--- src/rtl/core_pkg.sv ---
`default_nettype none
// ============================================================================
// Module      : core_pkg
// Description : Shared types for the RV32 execute-stage hazard controller.
// Revision    : 1.0 - initial release
// ============================================================================
package core_pkg;

    localparam int REG_W = 5;
    localparam logic [REG_W-1:0] REG_ZERO = '0;

    typedef enum logic [1:0] {
        FWD_RF    = 2'b00,
        FWD_EXMEM = 2'b01,
        FWD_MEMWB = 2'b10
    } fwd_sel_e;

    typedef struct packed {
        logic [REG_W-1:0] rd;
        logic             regwrite;
        logic             memread;
    } shadow_stage_t;

    // x0 is hard-wired, so a producer targeting it never creates a dependency.
    function automatic logic raw_hazard(input logic [REG_W-1:0] rs,
                                        input logic             uses,
                                        input shadow_stage_t    st);
        return uses && st.regwrite && (st.rd != REG_ZERO) && (rs == st.rd);
    endfunction

endpackage
`default_nettype wire

--- src/rtl/sat_counter.sv ---
`default_nettype none
// ============================================================================
// Module      : sat_counter
// Description : Up-counter that sticks at all-ones instead of wrapping.
// Revision    : 1.0 - initial release
// ============================================================================
module sat_counter #(
    parameter int CNT_W = 32
) (
    input  logic             clk,
    input  logic             clear,
    input  logic             inc,
    output logic [CNT_W-1:0] count
);

    logic [CNT_W-1:0] r_cnt_q;
    logic [CNT_W-1:0] w_cnt_d;

    always_comb begin
        w_cnt_d = r_cnt_q;
        if (inc && (r_cnt_q != '1)) begin
            w_cnt_d = r_cnt_q + CNT_W'(1);
        end
    end

    always_ff @(posedge clk) begin
        if (clear) begin
            r_cnt_q <= '0;
        end else begin
            r_cnt_q <= w_cnt_d;
        end
    end

    assign count = r_cnt_q;

endmodule
`default_nettype wire

--- src/rtl/ex_hazard_unit.sv ---
`default_nettype none
// ============================================================================
// Module      : ex_hazard_unit
// Description : Forwarding, load-use stall, branch flush and memory-wait freeze
//               control for the EX stage of the 5-stage RV32 pipeline.
// Revision    : 1.0 - initial release
// ============================================================================
module ex_hazard_unit #(
    parameter int CNT_W    = 32,
    parameter int XLEN_REG = 5
) (
    input  logic                clk,
    input  logic                reset,
    input  logic                id_valid,
    input  logic [XLEN_REG-1:0] id_rs1,
    input  logic [XLEN_REG-1:0] id_rs2,
    input  logic                id_uses_rs1,
    input  logic                id_uses_rs2,
    input  logic [XLEN_REG-1:0] id_rd,
    input  logic                id_regwrite,
    input  logic                id_memread,
    input  logic                ex_branch_taken,
    input  logic                mem_stall,
    output logic                stall_if,
    output logic                stall_id,
    output logic                stall_ex,
    output logic                flush_id,
    output logic                flush_ex,
    output logic [1:0]          fwd_a,
    output logic [1:0]          fwd_b,
    output logic [CNT_W-1:0]    perf_stall_cycles,
    output logic [CNT_W-1:0]    perf_flush_count
);

    import core_pkg::*;

    shadow_stage_t r_ex_q, r_mem_q, r_wb_q;
    shadow_stage_t w_ex_d, w_mem_d, w_wb_d;
    shadow_stage_t w_id_stage;
    fwd_sel_e      r_fwd_a_q, r_fwd_b_q;
    fwd_sel_e      w_fwd_a_d, w_fwd_b_d;

    logic w_rs1_ex, w_rs2_ex, w_rs1_mem, w_rs2_mem;
    logic w_load_use;
    logic w_stall_if, w_stall_id, w_stall_ex, w_flush_id, w_flush_ex;

    always_comb begin
        w_id_stage = '0;
        if (id_valid) begin
            w_id_stage.rd       = id_rd;
            w_id_stage.regwrite = id_regwrite;
            w_id_stage.memread  = id_memread;
        end
        w_rs1_ex   = raw_hazard(id_rs1, id_uses_rs1, r_ex_q);
        w_rs2_ex   = raw_hazard(id_rs2, id_uses_rs2, r_ex_q);
        w_rs1_mem  = raw_hazard(id_rs1, id_uses_rs1, r_mem_q);
        w_rs2_mem  = raw_hazard(id_rs2, id_uses_rs2, r_mem_q);
        w_load_use = id_valid && r_ex_q.memread && (w_rs1_ex || w_rs2_ex);
    end

    // Priority: reset, memory freeze, taken branch, then load-use.
    always_comb begin
        w_stall_if = 1'b0;
        w_stall_id = 1'b0;
        w_stall_ex = 1'b0;
        w_flush_id = 1'b0;
        w_flush_ex = 1'b0;
        if (reset) begin
            w_stall_if = 1'b0;
        end else if (mem_stall) begin
            w_stall_if = 1'b1;
            w_stall_id = 1'b1;
            w_stall_ex = 1'b1;
        end else if (ex_branch_taken) begin
            w_flush_id = 1'b1;
            w_flush_ex = 1'b1;
        end else if (w_load_use) begin
            w_stall_if = 1'b1;
            w_stall_id = 1'b1;
            w_flush_ex = 1'b1;
        end
    end

    always_comb begin
        w_ex_d    = r_ex_q;
        w_mem_d   = r_mem_q;
        w_wb_d    = r_wb_q;
        w_fwd_a_d = r_fwd_a_q;
        w_fwd_b_d = r_fwd_b_q;
        if (!mem_stall) begin
            w_wb_d    = r_mem_q;
            w_mem_d   = r_ex_q;
            w_ex_d    = w_flush_ex ? shadow_stage_t'('0) : w_id_stage;
            w_fwd_a_d = FWD_RF;
            w_fwd_b_d = FWD_RF;
            if (!w_flush_ex && id_valid) begin
                if (w_rs1_ex)       w_fwd_a_d = FWD_EXMEM;
                else if (w_rs1_mem) w_fwd_a_d = FWD_MEMWB;
                if (w_rs2_ex)       w_fwd_b_d = FWD_EXMEM;
                else if (w_rs2_mem) w_fwd_b_d = FWD_MEMWB;
            end
        end
    end

    always_ff @(posedge clk) begin
        if (reset) begin
            r_ex_q    <= '0;
            r_mem_q   <= '0;
            r_wb_q    <= '0;
            r_fwd_a_q <= FWD_RF;
            r_fwd_b_q <= FWD_RF;
        end else begin
            r_ex_q    <= w_ex_d;
            r_mem_q   <= w_mem_d;
            r_wb_q    <= w_wb_d;
            r_fwd_a_q <= w_fwd_a_d;
            r_fwd_b_q <= w_fwd_b_d;
        end
    end

    // WB shadow is kept for debug visibility; the write-through regfile means
    // no consumer needs it, nor the MEM-stage load flag.
    logic w_unused;
    assign w_unused = ^{r_wb_q, r_mem_q.memread};

    sat_counter #(.CNT_W(CNT_W)) u_stall_cnt (
        .clk   (clk),
        .clear (reset),
        .inc   (w_stall_id),
        .count (perf_stall_cycles)
    );

    sat_counter #(.CNT_W(CNT_W)) u_flush_cnt (
        .clk   (clk),
        .clear (reset),
        .inc   (w_flush_id),
        .count (perf_flush_count)
    );

    assign stall_if = w_stall_if;
    assign stall_id = w_stall_id;
    assign stall_ex = w_stall_ex;
    assign flush_id = w_flush_id;
    assign flush_ex = w_flush_ex;
    assign fwd_a    = r_fwd_a_q;
    assign fwd_b    = r_fwd_b_q;

endmodule
`default_nettype wire

--- config.mk ---
export PLATFORM = sky130hd
export DESIGN_NAME = ex_hazard_unit
export DESIGN_NICKNAME = d
export VERILOG_FILES = /design/src/rtl/core_pkg.sv /design/src/rtl/sat_counter.sv /design/src/rtl/ex_hazard_unit.sv
export SDC_FILE = /design/constraint.sdc
export NUM_CORES = 1
export LEC_CHECK = 0
export CAP_MARGIN = 5
export CORE_MARGIN = 5
export CORE_UTILIZATION = 46
export CTS_CLUSTER_SIZE = 40
export DETAILED_ROUTE_END_ITERATION = 8
export MAX_ROUTING_LAYER = met4
export PLACE_DENSITY = 0.88
export SYNTH_ARGS = -nofsm -noshare
export SYNTH_HDL_FRONTEND = slang
export SYNTH_HIERARCHICAL = 1
export SYNTH_SLANG_ARGS = --single-unit
--- constraint.sdc ---
create_clock -name clk -period 3 [get_ports clk]
set_clock_uncertainty 0.15 [all_clocks]
set_input_delay 0.6 -clock clk [delete_from_list [all_inputs] [get_ports clk]]
set_output_delay 0.6 -clock clk [all_outputs]
set_load 0.02 [all_outputs]
==> flow_summary.json <==
{
  "outcome": "completed",
  "via_count": 4834,
  "viasPerCell": 6.04,
  "synth_top_cell_area_share_pct": 37.2,
  "path_clk_slew_ns": 0.09,
  "synth_edf_count": 0,
  "gp_congestion": 0.896,
  "netlist_instances": 508,
  "worstMarginPinSlew_ns": 0.746,
  "multi_input_area_um2": 2690,
  "use_met2_pct": 41.9,
  "ys.flop_type": "dfxtp_1",
  "p_int_mw": 1.75,
  "cts_root_buffer": "clkbuf_8",
  "yosys.area_share.simple_pct": 30.3,
  "max_freq_ghz": 0.336,
  "cap_violations": 0,
  "reg2reg_depth": 9,
  "fillers": 713,
  "syn_area_um2": 4360,
  "power_density_nw_per_um2": 364,
  "use_met1_pct": 28.8,
  "synthXorXnorAreaFrac_pct": 6.83,
  "die_x_um": 107,
  "cts.sinks": 81,
  "leakage_nw": 2.11,
  "critical_path_class": "input pin to flip-flop",
  "firstDrtPassIters": 5,
  "ff_latch_area_um2": 1630,
  "finalCritPeriodShare_pct": 99.3,
  "power_frac_seq_pct": 48.3,
  "synth_mux_area_share_pct": 2.87,
  "synth.distinct_cells": 51,
  "synth_top_family_by_area": "simple AND/OR/NAND/NOR gates",
  "cts_tree": "done",
  "crit_top_cell": "nand4_1",
  "ys_warn_count": 6,
  "cts_made_buffers": 9,
  "antenna_found_initial": 0,
  "grt_overflow": 0,
  "path_cells": "dlygate4sd2_1 -> xnor2_1 -> nand4_1 -> o22a_2 -> o21bai_4 -> nand4_1 -> buf_4 -> or4_4 -> or3_4 -> a21oi_2",
  "max_stage_delay_ns": 0.52,
  "layoutNonFillerInstCount": 800,
  "synthToLayoutAreaGrowth_pct": 43.6,
  "grt_max_degree": 71,
  "hold_depth": 2,
  "crit_arrival_ns": 3.11,
  "start_util_pct": 47.2,
  "cp-end-kind": "flip-flop",
  "finalHoldViolations": 0,
  "comb_power_share_pct": 8.8,
  "synthTopCellsByArea": "dfxtp_1 (37%), a21oi_1 (5.1%), xnor2_1 (4.8%)",
  "fp.coreArea_um2": 9240,
  "clock_latency_ns": 0.35,
  "max_slew_margin_pct": 50.3,
  "cts_hold_buf": 0,
  "nets": 692,
  "grt_pass1_vias": 4823,
  "startpoint_type": "input pin",
  "drt-initial-drc-count": 348,
  "syn_avg_cell_area_um2": 8.58,
  "async_flop_share_pct": 0,
  "use_met3_pct": 3.24,
  "synth-adder-area-share_pct": 0.574,
  "power.switching_uw": 530,
  "busiest_layer": "met2",
  "rsz0062_at_grt": "true",
  "pwr-share-clk_pct": 42.9,
  "wire_per_inst_um": 17.5,
  "switching_share_pct": 23.3,
  "htree_levels": 3,
  "ir_worst_vdd_uv": 340,
  "drc": 0,
  "drtAntennaViolNets": 0,
  "min_path_type": "flip-flop to flip-flop",
  "dp_cells": 755,
  "synth_area_leader_cell": "dfxtp_1",
  "setup_viol": 0,
  "cp_slowest_cell": "or4_4",
  "grtUsageTotal_pct": 24.4,
  "required_ns": 3.13,
  "dp_hpwl_mm": 9.51,
  "drt_wl_total_mm": 14.0,
  "finalPower_mw": 2.28,
  "clock_path_buffers": 2,
  "ios": 97,
  "report.final.slew_viol_count": 0,
  "layout-drive-gt1-share_pct": 20.6,
  "io_buffers": 96,
  "synth_compound_area_share_pct": 19.0,
  "diodes": 0,
  "placement_rows": 35,
  "grt_pass1_wl_mm": 22.8,
  "syn_nets": 534,
  "design.die.area_um2": 11500,
  "min_period_ns": 2.98,
  "die_height_um": 107,
  "critPathMaxFanout": 4,
  "ys_seq_area_share_pct": 37.2,
  "synth_seq_cells": 81
}
[layer usage]
metal | wire length (µm) | vias to the layer above
met1 | 5750 | 2311
met3 | 817 | 51
met5 | 0 | -
met2 | 6970 | 217
met4 | 491 | 0
li1 | - | 2255
[path summary, 6_finish.rpt]
| kind | start | endpoint | slack [ns] |
|---|---|---|---|
| max reg2reg | r_ex_q[4]$_SDFFE_PP0N_ | u_stall_cnt/count[19]$_SDFFE_PP0P_ | 0.09 |
| min reg2reg | fwd_a[1]$_SDFFE_PP0N_ | fwd_a[1]$_SDFFE_PP0N_ | 0.34 |
| min | fwd_a[1]$_SDFFE_PP0N_ | fwd_a[1]$_SDFFE_PP0N_ | 0.34 |
| max | id_rs2[3] | u_stall_cnt/count[19]$_SDFFE_PP0P_ | 0.02 |
[what timing repair did]
| item | 4_1_cts | 5_1_grt |
|---|---|---|
| endpoints found under the setup margin | 13 | 17 |
| buffers inserted | 28 | 1 |
| gates resized for setup | 20 | 16 |
| pin swaps | 11 | 13 |
[Yosys cell counts, types with 10 or more instances]
master,count
nor4_1,12
xnor2_1,24
o21ai_0,23
nand2_1,32
clkbuf_1,18
nand3_1,26
o31ai_1,24
dfxtp_1,81
nor2_1,34
a21oi_1,44
or3_1,23
nand4_1,24
or4_1,24
xor2_1,10
[sequential cells by signal, summed over array words and instances, names as in the netlist]
signal / count
r_ex_q: 7
u_stall_cnt/count: 32
r_mem_q: 6
fwd_b: 2
u_flush_cnt/count: 32
fwd_a: 2
[critical path, delay by kind of cell]
kind	cells	cell delay [ns]
AO/OA/AOI/OAI	3	0.65
buffers and inverters	2	0.46
XOR/XNOR	1	0.13
AND/OR/NAND/NOR	4	1.26
[area by class of cell]
cell class                      count  area share, %
Multi-Input combinational cell    395           42.9
Sequential cell                    81           26.0
Timing Repair Buffer              175           24.3
Tap cell                          129           2.58
Clock buffer                       10           2.04
Clock inverter                      6           1.86
Inverter                            4          0.240
[per-stage QoR]
| step | cell area [µm²] | setup slack (ns) | hold slack [ns] | setup TNS [ns] | utilization (%) |
|---|---|---|---|---|---|
| floorplan | 4400 | -0.0993 | 0.300 | -0.0993 | - |
| global placement | 5770 | -0.395 | 0.316 | -5.93 | 62.5 |
| detailed placement | 5770 | -0.529 | 0.315 | -9.19 | 62.5 |
| CTS | 6220 | 0.00268 | 0.333 | 0 | 67.3 |
| global route | 6260 | -0.0850 | 0.355 | -0.148 | 67.7 |
| finish | 6260 | 0.0210 | 0.337 | 0 | 67.7 |
[cells by family after synthesis]
| group | count (synthesis) |
|---|---|
| compound gates | 123 |
| xor+xnor | 34 |
| fa+ha+maj | 2 |
| buf+inv | 32 |
| flops | 81 |
| mux | 12 |
| simple gates | 224 |
[cell usage in the layout, fill, tap and decap left out, types with 23 or more instances in the layout]
cell,n
nand3_1,26
nor2_1,34
nand2_1,32
clkdlybuf4s50_1,79
dfxtp_1,76
or4_1,23
xnor2_1,23
buf_4,79
nand4_1,24
o21ai_0,23
a21oi_1,43
o31ai_1,24
[power by group through the flow]
stage               clock [mW]  sequential (mW)  combinational [mW]
detailed placement           0             1.12               0.165
finish                   0.977             1.10               0.201
global route              1.03             1.10               0.213
CTS                      0.986             1.10               0.187
global placement             0             1.12               0.160
floorplan                    0             1.12              0.0824
(Power assumes the default switching activity.)
